===== config.mk =====
export PLATFORM = sky130hd
export DESIGN_NAME = snn_io_ctrl_flat
export DESIGN_NICKNAME = d
export VERILOG_FILES = /design/src/rtl/snn_io_ctrl_if.sv /design/src/rtl/snn_io_ctrl.sv /design/src/flat_wrapper.sv
export SDC_FILE = /design/constraint.sdc
export NUM_CORES = 1
export LEC_CHECK = 0
export BUFFER_PORTS_ARGS = -buffer_cell sky130_fd_sc_hd__buf_4
export CAP_MARGIN = 20
export CELL_PAD_IN_SITES_DETAIL_PLACEMENT = 1
export CELL_PAD_IN_SITES_GLOBAL_PLACEMENT = 2
export CORE_MARGIN = 3
export CORE_UTILIZATION = 19
export CTS_BUF_LIST = sky130_fd_sc_hd__clkbuf_16
export DETAILED_ROUTE_END_ITERATION = 6
export HOLD_SLACK_MARGIN = 0.05
export PLACE_DENSITY_LB_ADDON = 0.1
export SYNTH_ARGS = -nofsm -noshare
export SYNTH_HDL_FRONTEND = slang
export SYNTH_SLANG_ARGS = --single-unit

===== constraint.sdc =====
create_clock -name chip_clk -period 2.8 [get_ports chip_clk]
set_input_delay 0.42 -clock chip_clk [delete_from_list [all_inputs] [get_ports chip_clk]]
set_output_delay 0.42 -clock chip_clk [all_outputs]
set_load 0.01 [all_outputs]

===== src/rtl/snn_io_ctrl_if.sv =====
// snn_io_ctrl_if
//   FIFO-side bundle of snn_io_ctrl: the host-fed init/image/label FIFO read
//   ports and the result FIFO write port.
//   master : the control block (reads init/image/label FIFOs, writes results)
//   slave  : the FIFO side
//   Signals:
//     init_fifo_dout[14:0]  bit14 = initialize flag, [13:0] = init value
//     init_fifo_empty       init FIFO empty
//     init_fifo_rd_en       init FIFO read enable
//     img_fifo_dout[3:0]    four binary pixels
//     img_fifo_empty        image FIFO empty
//     img_fifo_rd_en        image FIFO read enable
//     label_fifo_dout[3:0]  label
//     label_fifo_rd_en      label FIFO read enable
//     out_fifo_din[3:0]     argmax class guess
//     out_fifo_wr_en        result FIFO push
interface snn_io_ctrl_if;
    logic [14:0] init_fifo_dout;
    logic        init_fifo_empty;
    logic        init_fifo_rd_en;
    logic [3:0]  img_fifo_dout;
    logic        img_fifo_empty;
    logic        img_fifo_rd_en;
    logic [3:0]  label_fifo_dout;
    logic        label_fifo_rd_en;
    logic [3:0]  out_fifo_din;
    logic        out_fifo_wr_en;

    modport master (
        input  init_fifo_dout, init_fifo_empty, img_fifo_dout, img_fifo_empty,
               label_fifo_dout,
        output init_fifo_rd_en, img_fifo_rd_en, label_fifo_rd_en,
               out_fifo_din, out_fifo_wr_en
    );

    modport slave (
        output init_fifo_dout, init_fifo_empty, img_fifo_dout, img_fifo_empty,
               label_fifo_dout,
        input  init_fifo_rd_en, img_fifo_rd_en, label_fifo_rd_en,
               out_fifo_din, out_fifo_wr_en
    );
endinterface


===== src/rtl/snn_io_ctrl.sv =====
// snn_io_ctrl
//   Chip-clock-domain control between the host FIFOs and the SNN core.
//   - streams memory-init words from the init FIFO into the core
//   - delivers image/label data through a 2-stage retiming pipeline
//   - reduces each 10-beat neuron output burst to an argmax class and pushes
//     it into the result FIFO; keeps a sticky index-error flag
//   Optional: define SNN_IO_DEBUG_CNT_EN to build the debug counters and the
//   image_test capture; otherwise those outputs are tied to 0.
//   Ports:
//     chip_clk, resetn (sync, active-low)
//     fifo           FIFO bundle (snn_io_ctrl_if.master)
//     img_request, label_request, init_fin      core handshakes
//     output_valid, neuron_voltages[13:0]       neuron burst ([13:10] idx)
//     image[31:0], label0[3:0], input_valid     data to core
//     initialize, init_val[13:0]                init write to core
//     lr/ir/ta/ov/init/init_empty/pixel _count  debug counters (32 bit)
//     image_test[31:0]                          captured word at TEST_PIXEL
//     mismatch                                  sticky burst index error
module snn_io_ctrl #(
    parameter int unsigned TEST_PIXEL  = 6234,
    parameter int unsigned NUM_CLASSES = 10
) (
    input  logic                 chip_clk,
    input  logic                 resetn,
    snn_io_ctrl_if.master        fifo,
    input  logic                 img_request,
    input  logic                 label_request,
    input  logic                 init_fin,
    input  logic                 output_valid,
    input  logic [13:0]          neuron_voltages,
    output logic [31:0]          image,
    output logic [3:0]           label0,
    output logic                 input_valid,
    output logic                 initialize,
    output logic [13:0]          init_val,
    output logic [31:0]          lr_count,
    output logic [31:0]          ir_count,
    output logic [31:0]          ta_count,
    output logic [31:0]          ov_count,
    output logic [31:0]          init_count,
    output logic [31:0]          init_empty_count,
    output logic [31:0]          pixel_count,
    output logic [31:0]          image_test,
    output logic                 mismatch
);

    logic        r_s1_valid;
    logic [3:0]  r_s1_lbl;
    logic [31:0] r_s1_img;
    logic        r_input_valid;
    logic [3:0]  r_label0;
    logic [31:0] r_image;
    logic        r_initialize;
    logic [13:0] r_init_val;

    logic [3:0]        r_out_count;
    logic signed [9:0] r_out_buf;
    logic [3:0]        r_out_guess;
    logic              r_out_wr_en;
    logic              r_mismatch;

    logic [31:0]       w_expand;
    logic signed [9:0] w_volt;
    logic [3:0]        w_idx;

    // d[0] lands in the top byte
    assign w_expand = {{8{fifo.img_fifo_dout[0]}}, {8{fifo.img_fifo_dout[1]}},
                       {8{fifo.img_fifo_dout[2]}}, {8{fifo.img_fifo_dout[3]}}};
    assign w_volt   = neuron_voltages[9:0];
    assign w_idx    = neuron_voltages[13:10];

    assign fifo.init_fifo_rd_en  = 1'b1;
    assign fifo.img_fifo_rd_en   = img_request;
    assign fifo.label_fifo_rd_en = label_request;
    assign fifo.out_fifo_din     = r_out_guess;
    assign fifo.out_fifo_wr_en   = r_out_wr_en;

    assign image       = r_image;
    assign label0      = r_label0;
    assign input_valid = r_input_valid;
    assign initialize  = r_initialize;
    assign init_val    = r_init_val;
    assign mismatch    = r_mismatch;

    always_ff @(posedge chip_clk) begin
        if (!resetn) begin
            r_s1_valid    <= 1'b0;
            r_s1_lbl      <= '0;
            r_s1_img      <= '0;
            r_input_valid <= 1'b0;
            r_label0      <= '0;
            r_image       <= '0;
        end else begin
            r_s1_valid    <= ~fifo.img_fifo_empty;
            r_s1_lbl      <= fifo.label_fifo_dout;
            r_s1_img      <= w_expand;
            r_input_valid <= r_s1_valid;
            r_label0      <= r_s1_lbl;
            r_image       <= r_s1_img;
        end
    end

    // Init streaming stops once the core reports init done; an empty FIFO
    // drops the strobe after one idle cycle.
    always_ff @(posedge chip_clk) begin
        if (!resetn) begin
            r_initialize <= 1'b0;
            r_init_val   <= '0;
        end else if (init_fin) begin
            r_initialize <= 1'b0;
        end else if (fifo.init_fifo_empty) begin
            r_initialize <= 1'b0;
        end else begin
            r_init_val   <= fifo.init_fifo_dout[13:0];
            r_initialize <= fifo.init_fifo_dout[14];
        end
    end

    // Running argmax over a burst; strict compare keeps the lowest index on
    // ties. out_guess is updated on the same edge as wr_en, so the pushed
    // value already accounts for the final beat.
    always_ff @(posedge chip_clk) begin
        if (!resetn) begin
            r_out_count <= '0;
            r_out_buf   <= 10'h200;
            r_out_guess <= '0;
            r_out_wr_en <= 1'b0;
            r_mismatch  <= 1'b0;
        end else if (output_valid) begin
            if (w_volt > r_out_buf) begin
                r_out_buf   <= w_volt;
                r_out_guess <= r_out_count;
            end
            r_out_count <= r_out_count + 4'd1;
            if (w_idx != r_out_count)
                r_mismatch <= 1'b1;
            r_out_wr_en <= (r_out_count == 4'(NUM_CLASSES - 1));
        end else begin
            r_out_count <= '0;
            r_out_buf   <= 10'h200;
            r_out_guess <= '0;
            r_out_wr_en <= 1'b0;
        end
    end

`ifdef SNN_IO_DEBUG_CNT_EN
    logic [31:0] r_lr_count, r_ir_count, r_ta_count, r_ov_count;
    logic [31:0] r_init_count, r_init_empty_count, r_pixel_count;
    logic [31:0] r_image_test;

    always_ff @(posedge chip_clk) begin
        if (!resetn) begin
            r_lr_count         <= '0;
            r_ir_count         <= '0;
            r_ta_count         <= '0;
            r_ov_count         <= '0;
            r_init_count       <= '0;
            r_init_empty_count <= '0;
            r_pixel_count      <= '0;
            r_image_test       <= '0;
        end else begin
            if (label_request)            r_lr_count   <= r_lr_count + 32'd1;
            if (img_request)              r_ir_count   <= r_ir_count + 32'd1;
            if (r_s1_valid & img_request) r_ta_count   <= r_ta_count + 32'd1;
            if (output_valid)             r_ov_count   <= r_ov_count + 32'd1;
            if (r_initialize)             r_init_count <= r_init_count + 32'd1;
            // Mirrors the init-control priority: run-phase counting only
            // after init_fin, idle counting only on a truly idle empty cycle.
            if (init_fin) begin
                if (img_request)
                    r_pixel_count <= r_pixel_count + 32'd1;
                if (img_request && r_input_valid && r_pixel_count == 32'(TEST_PIXEL))
                    r_image_test <= r_image;
            end else if (fifo.init_fifo_empty && !r_initialize) begin
                r_init_empty_count <= r_init_empty_count + 32'd1;
            end
        end
    end

    assign lr_count         = r_lr_count;
    assign ir_count         = r_ir_count;
    assign ta_count         = r_ta_count;
    assign ov_count         = r_ov_count;
    assign init_count       = r_init_count;
    assign init_empty_count = r_init_empty_count;
    assign pixel_count      = r_pixel_count;
    assign image_test       = r_image_test;
`else
    assign lr_count         = '0;
    assign ir_count         = '0;
    assign ta_count         = '0;
    assign ov_count         = '0;
    assign init_count       = '0;
    assign init_empty_count = '0;
    assign pixel_count      = '0;
    assign image_test       = '0;
`endif

endmodule


===== src/flat_wrapper.sv =====
// flat-port wrapper written by rule: the top's interface ports become plain ports
module snn_io_ctrl_flat 
#(
    parameter int unsigned TEST_PIXEL  = 6234,
    parameter int unsigned NUM_CLASSES = 10
)
  (chip_clk, resetn, img_request, label_request, init_fin, output_valid, neuron_voltages, image, label0, input_valid, initialize, init_val, lr_count, ir_count, ta_count, ov_count, init_count, init_empty_count, pixel_count, image_test, mismatch, fifo_init_fifo_dout, fifo_init_fifo_empty, fifo_img_fifo_dout, fifo_img_fifo_empty, fifo_label_fifo_dout, fifo_init_fifo_rd_en, fifo_img_fifo_rd_en, fifo_label_fifo_rd_en, fifo_out_fifo_din, fifo_out_fifo_wr_en);
  snn_io_ctrl_if fifo_i ();
  input  logic chip_clk;
  input  logic resetn;
  input  logic img_request;
  input  logic label_request;
  input  logic init_fin;
  input  logic output_valid;
  input  logic [13:0] neuron_voltages;
  output logic [31:0] image;
  output logic [3:0] label0;
  output logic input_valid;
  output logic initialize;
  output logic [13:0] init_val;
  output logic [31:0] lr_count;
  output logic [31:0] ir_count;
  output logic [31:0] ta_count;
  output logic [31:0] ov_count;
  output logic [31:0] init_count;
  output logic [31:0] init_empty_count;
  output logic [31:0] pixel_count;
  output logic [31:0] image_test;
  output logic mismatch;
  input wire logic [$bits(fifo_i.init_fifo_dout)-1:0] fifo_init_fifo_dout;
  input wire logic [$bits(fifo_i.init_fifo_empty)-1:0] fifo_init_fifo_empty;
  input wire logic [$bits(fifo_i.img_fifo_dout)-1:0] fifo_img_fifo_dout;
  input wire logic [$bits(fifo_i.img_fifo_empty)-1:0] fifo_img_fifo_empty;
  input wire logic [$bits(fifo_i.label_fifo_dout)-1:0] fifo_label_fifo_dout;
  output wire logic [$bits(fifo_i.init_fifo_rd_en)-1:0] fifo_init_fifo_rd_en;
  output wire logic [$bits(fifo_i.img_fifo_rd_en)-1:0] fifo_img_fifo_rd_en;
  output wire logic [$bits(fifo_i.label_fifo_rd_en)-1:0] fifo_label_fifo_rd_en;
  output wire logic [$bits(fifo_i.out_fifo_din)-1:0] fifo_out_fifo_din;
  output wire logic [$bits(fifo_i.out_fifo_wr_en)-1:0] fifo_out_fifo_wr_en;
  assign fifo_i.init_fifo_dout = fifo_init_fifo_dout;
  assign fifo_i.init_fifo_empty = fifo_init_fifo_empty;
  assign fifo_i.img_fifo_dout = fifo_img_fifo_dout;
  assign fifo_i.img_fifo_empty = fifo_img_fifo_empty;
  assign fifo_i.label_fifo_dout = fifo_label_fifo_dout;
  assign fifo_init_fifo_rd_en = fifo_i.init_fifo_rd_en;
  assign fifo_img_fifo_rd_en = fifo_i.img_fifo_rd_en;
  assign fifo_label_fifo_rd_en = fifo_i.label_fifo_rd_en;
  assign fifo_out_fifo_din = fifo_i.out_fifo_din;
  assign fifo_out_fifo_wr_en = fifo_i.out_fifo_wr_en;
  snn_io_ctrl #(.TEST_PIXEL(TEST_PIXEL), .NUM_CLASSES(NUM_CLASSES)) u_core (.chip_clk(chip_clk), .resetn(resetn), .fifo(fifo_i), .img_request(img_request), .label_request(label_request), .init_fin(init_fin), .output_valid(output_valid), .neuron_voltages(neuron_voltages), .image(image), .label0(label0), .input_valid(input_valid), .initialize(initialize), .init_val(init_val), .lr_count(lr_count), .ir_count(ir_count), .ta_count(ta_count), .ov_count(ov_count), .init_count(init_count), .init_empty_count(init_empty_count), .pixel_count(pixel_count), .image_test(image_test), .mismatch(mismatch));
endmodule

Yosys cells after proc, flatten, opt, wreduce, memory -nomap -nowiden
Index checks and enable logic that the tools add are counted.
{"block": "totals", "regBits": 95, "inputBits": 45, "output_inout_bits": 317}
{"block": "op_classes", "addsub": 1, "order_cmp": 1, "n_eq_ne": 2, "bitwise_logic": 4, "reduce_logical": 4}
{"operator": "10-bit greater-than comparator", "count": 1}
{"operator": "2-bit AND reduction", "count": 3}
{"operator": "4-bit by 1-bit adder with 4-bit output, second input constant", "count": 1}
{"operator": "4-bit == test, second input constant", "count": 1}
{"operator": "4-bit != test", "count": 1}
{"operator": "1-bit NOT", "count": 4}
{"operator": "3-bit OR reduction", "count": 1}

Depth between registers and ports, before layout
{"block": "depth", "word_depth": 2, "mapped_depth": 8, "ltp_nobuf": 7}

Least setup slack after synthesis
No wires, ideal clock.
{"block": "synth_timing", "path_type": "input port to flip-flop", "start": "input neuron_voltages[7]", "end": "register u_core.r_out_buf[9]", "setup_time_ns": 0.132, "t_arrival_ns": 1.944, "required_ns": 2.668, "path_slack_ns": 0.724, "stages": 7, "path_cell_list": "ha_1 -> a21o_1 -> a2111o_1 -> a221o_2 -> buf_6 -> nand3_1 -> nand4_1"}
{"block": "synth_between", "elab_chain_cells": 1}
{"element": "start, declared", "line_no": "flat_wrapper.sv:15", "source": "input logic [13:0] neuron_voltages;"}
{"element": "10-bit greater-than comparator", "line_no": "snn_io_ctrl.sv:130", "source": "if (w_volt > r_out_buf) begin"}
{"element": "end signal, assigned", "line_no": "snn_io_ctrl.sv:131", "source": "r_out_buf <= w_volt;"}
{"element": "end, declared", "line_no": "snn_io_ctrl.sv:57", "source": "logic signed [9:0] r_out_buf;"}
Every way passes these cells.
A chain may end at the register's enable or synchronous reset.

Final worst setup path
{"block": "layout_timing", "start": "register u_core.r_out_buf[7]", "end": "register u_core.r_out_guess[3] (netlist: u_core.fifo.out_fifo_din[3])"}
{"block": "layout_between", "elab_chain_cells": 1}
{"element": "10-bit greater-than comparator", "line_no": "snn_io_ctrl.sv:130"}
{"element": "end signal, assigned", "line_no": "snn_io_ctrl.sv:132", "source": "r_out_guess <= r_out_count;"}
{"element": "end, declared", "line_no": "snn_io_ctrl.sv:58", "source": "logic [3:0] r_out_guess;"}
Every way passes these cells.

==> PnR_summary.wiki <==
{| class="wikitable"
! Metric !! Value
|-
| Outcome || completed
|-
| GRT Util Overall || 0.0703
|-
| HPWL after DPL || 7920 um
|-
| Setup-failing EPs final || 0
|-
| Routed length per placed instance || 11.3 um
|-
| Clock latency on the worst-skew pair || 0.30 ns
|-
| Area Overhead vs Synth || 0.555%
|-
| Clock tree root driver cell || clkbuf_16
|-
| DIE AREA || approximately 24000 um^2
|-
| CTS tree || done
|-
| Post-layout power || about 1900 uW
|-
| TritonCTS buffer count || 5
|-
| Number of vias after detailed routing || 2613
|-
| Largest net degree at the start of global routing || 37
|-
| Number of synthesized register bits || 53
|-
| Post-layout minimum cycle time || ~2.3 ns
|-
| Post-route ant nets || 0
|-
| Maximum capacitance violations || 0
|-
| Post-CTS resize count || 0
|-
| Number of detailed-routing iterations run before antenna repair || 4
|-
| Leading cell types in the layout, fill and taps excluded || conb_1 (257), buf_4 (105), dfxtp_1 (53)
|-
| Setup repair after global routing missed its margin || false
|-
| Timing endpoint of the critical path || u_core.fifo.out_fifo_din[3]
|-
| Class of the most critical hold timing path || primary input to register
|-
| Iter 0 DRT Violations || 47
|-
| Register-to-Register Path Depth || 8
|-
| Final weighted congestion in routability-driven placement || 0.667
|-
| Routed wire length || ~10000 um
|-
| Transition time of the tightest slew-check pin || approximately 0.81 ns
|-
| Worst setup margin || between 0.5 and 0.6 ns
|-
| Worst IR Drop VDD || just over 0.2 mV
|-
| Total gr overflow || 0
|-
| Syn Inst Count || ~520
|-
| First-pass GRT wire length || around 13000 um
|-
| Count of clock tree sinks || 53
|-
| Async set or reset register ratio after synthesis || 0
|-
| Post-synth cell types || 32
|-
| Remaining max-slew budget at the tightest pin || 0.459
|-
| Pre-CTS WS || 0.350 ns
|-
| Post-cts hold buffer count || 0
|-
| Fmax || 443 MHz
|-
| Hold path cells || 2
|-
| Number of enable-type register cells in the synthesized netlist || 0
|-
| Die outline width || around 160 um
|-
| Leakage power || 0.00223 uW
|-
| Post CTS Setup Buffer Count || 0
|-
| Startpoint Class || register
|-
| Largest fanout on the critical path || 6
|-
| Diode count || 0
|-
| Critical path cell sequence || inv_1 -> ha_1 -> a21o_1 -> a2111o_1 -> a221oi_2 -> buf_4 -> o21ai_1 -> a21oi_2
|-
| Critical R2R Capture || u_core.fifo.out_fifo_din[3]
|-
| Fraction of the yosys area taken by sequential cells || 0.248
|-
| Total number of nets in the final design || between 600 and 700
|-
| R2R Setup Slk || approximately 0.54 ns
|-
| Clock-pin slew on the worst setup and hold paths || around 0.08 ns
|-
| Share of the clock period used by the worst path after layout || 0.806
|-
| Core Area || 22000 um^2
|-
| Maximum number of buffers from clock root to sink || 2
|-
| PD cells || 436 nW/um^2
|-
| Prevailing post-synth register cell || dfxtp_1
|-
| Vias in the first global route || 2342
|-
| Critical Path Sink Type || register
|-
| Residual DRC || 0
|-
| Initial antenna violation count || 0
|-
| Critical Path Source || u_core.r_out_buf[7]
|-
| IO buf count || 100
|-
| Clk_skew || 0.00433 ns
|-
| I/O pin count || between 300 and 400
|-
| Reg-to-reg critical path startpoint || u_core.r_out_buf[7]
|-
| Avg Inst Size Synth || a little over 8 um^2
|-
| Maximum cell stage delay along the critical path || 0.43 ns
|-
| Number of vias per cell after detailed routing || just over 3
|-
| Height of the chip || approximately 160 um
|-
| Synthesized cell area || approximately 4300 um^2
|-
| Total number of H-tree levels || 2
|-
| Setup TNS || 0 ns
|-
| Worst Path Required || around 3.0 ns
|-
| Leading cell type in the layout, fill and taps excluded || conb_1
|-
| Initial cell density of the core || 0.195
|-
| Slowest stage cell on the critical path || a2111o_1
|-
| Fin. Hold Viols || 0
|-
| Share of cells above drive strength 1 || 0.212
|-
| Worst setup path category || register to register
|-
| Number of warnings printed during yosys synthesis || 0
|-
| Count of standard-cell rows || 54
|-
| Arrival time of data at the critical path endpoint || around 2.5 ns
|-
| Max-slew violation count || 0
|}
logic make-up after synthesis:
logic type               count (synthesis)  synth area share
buffers and inverters                  312             0.530
AND/OR/NAND/NOR                         79            0.0908
flip-flops                              53             0.248
AO/OA/AOI/OAI                           52            0.0826
adder cells (fa/ha/maj)                 12            0.0350
XOR/XNOR                                 6            0.0123
other                                    2           0.00175
how the worst min path moves through the flow:
stage          slack [ns]           endpoint                 from
6_report             0.27  u_core.r_s1_valid  fifo_img_fifo_empty
5_1_grt              0.26  u_core.r_s1_valid  fifo_img_fifo_empty
4_1_cts              0.26  u_core.r_s1_valid  fifo_img_fifo_empty
3_5_place_dp         0.42   u_core.image[24]  u_core.r_s1_img[24]
3_3_place_gp         0.41   u_core.label0[2]   u_core.r_s1_lbl[2]
2_1_floorplan        0.41   u_core.image[15]  u_core.r_s1_img[15]
registers in the layout, summed over array words and instances, names as in the netlist:
signal                      cells
u_core.init_val                14
u_core.r_out_buf               10
u_core.fifo.out_fifo_din        4
u_core.image                    4
u_core.label0                   4
u_core.r_out_count              4
u_core.r_s1_img                 4
u_core.r_s1_lbl                 4
u_core.fifo.out_fifo_wr_en      1
u_core.initialize               1
u_core.input_valid              1
u_core.mismatch                 1
u_core.r_s1_valid               1
worst max-delay path: cells and delay by family (launching register included):
family                   cells  cell delay, ns
adder cells (fa/ha/maj)      1            0.30
buffers and inverters        2            0.29
AO/OA/AOI/OAI                5            1.25
flip-flops                   1            0.33
Yosys cell counts (2+ instances only):
cell type / number / area share
and2_1: 17 / 0.025
a21boi_0: 9 / 0.016
nand3_1: 15 / 0.018
buf_6: 3 / 0.0079
nor2_1: 5 / 0.0044
o21ai_1: 10 / 0.012
o21ai_0: 5 / 0.0058
dfxtp_1: 53 / 0.25
inv_1: 13 / 0.011
clkbuf_1: 9 / 0.0079
conb_1: 2 / 0.0018
nand4_1: 3 / 0.0044
nor2b_1: 2 / 0.0029
nand2_1: 32 / 0.028
a21boi_1: 5 / 0.0088
a21oi_2: 6 / 0.012
ha_1: 12 / 0.035
xnor2_1: 5 / 0.010
a21oi_1: 10 / 0.012
a21o_1: 2 / 0.0035
buf_4: 287 / 0.50
layer usage:
metal / vias up / track usage / wire, um
met5: - / 0 / 0
met4: 0 / 0.0233 / 143
met3: 11 / 0.0161 / 833
met2: 192 / 0.124 / 4920
met1: 1190 / 0.0847 / 3830
li1: 1220 / - / -
power by group:
group	internal (uW)	switching (uW)
logic	127	286
registers	786	18.7
clock network	339	322
area by class of cell:
class                   count  area, um^2
flip-flops and latches     53        1060
multi-input cells         406        1910
clock buffers               5         125
clock inverters             3        25.0
fillers                  2737       17700
inverters                  13        48.8
repair buffers            105         788
well taps                 280         350
through the flow:
stage	utilization	hold WS [ns]	std cells	area, um^2
after floorplan	-	0.412	771	5240
after global placement	0.189	0.414	857	4160
after detailed placement	0.189	0.421	857	4160
after CTS	0.196	0.255	865	4310
after global routing	0.196	0.259	865	4310
final	0.196	0.270	865	4310
No activity file was read; power rests on OpenSTA's default activity.
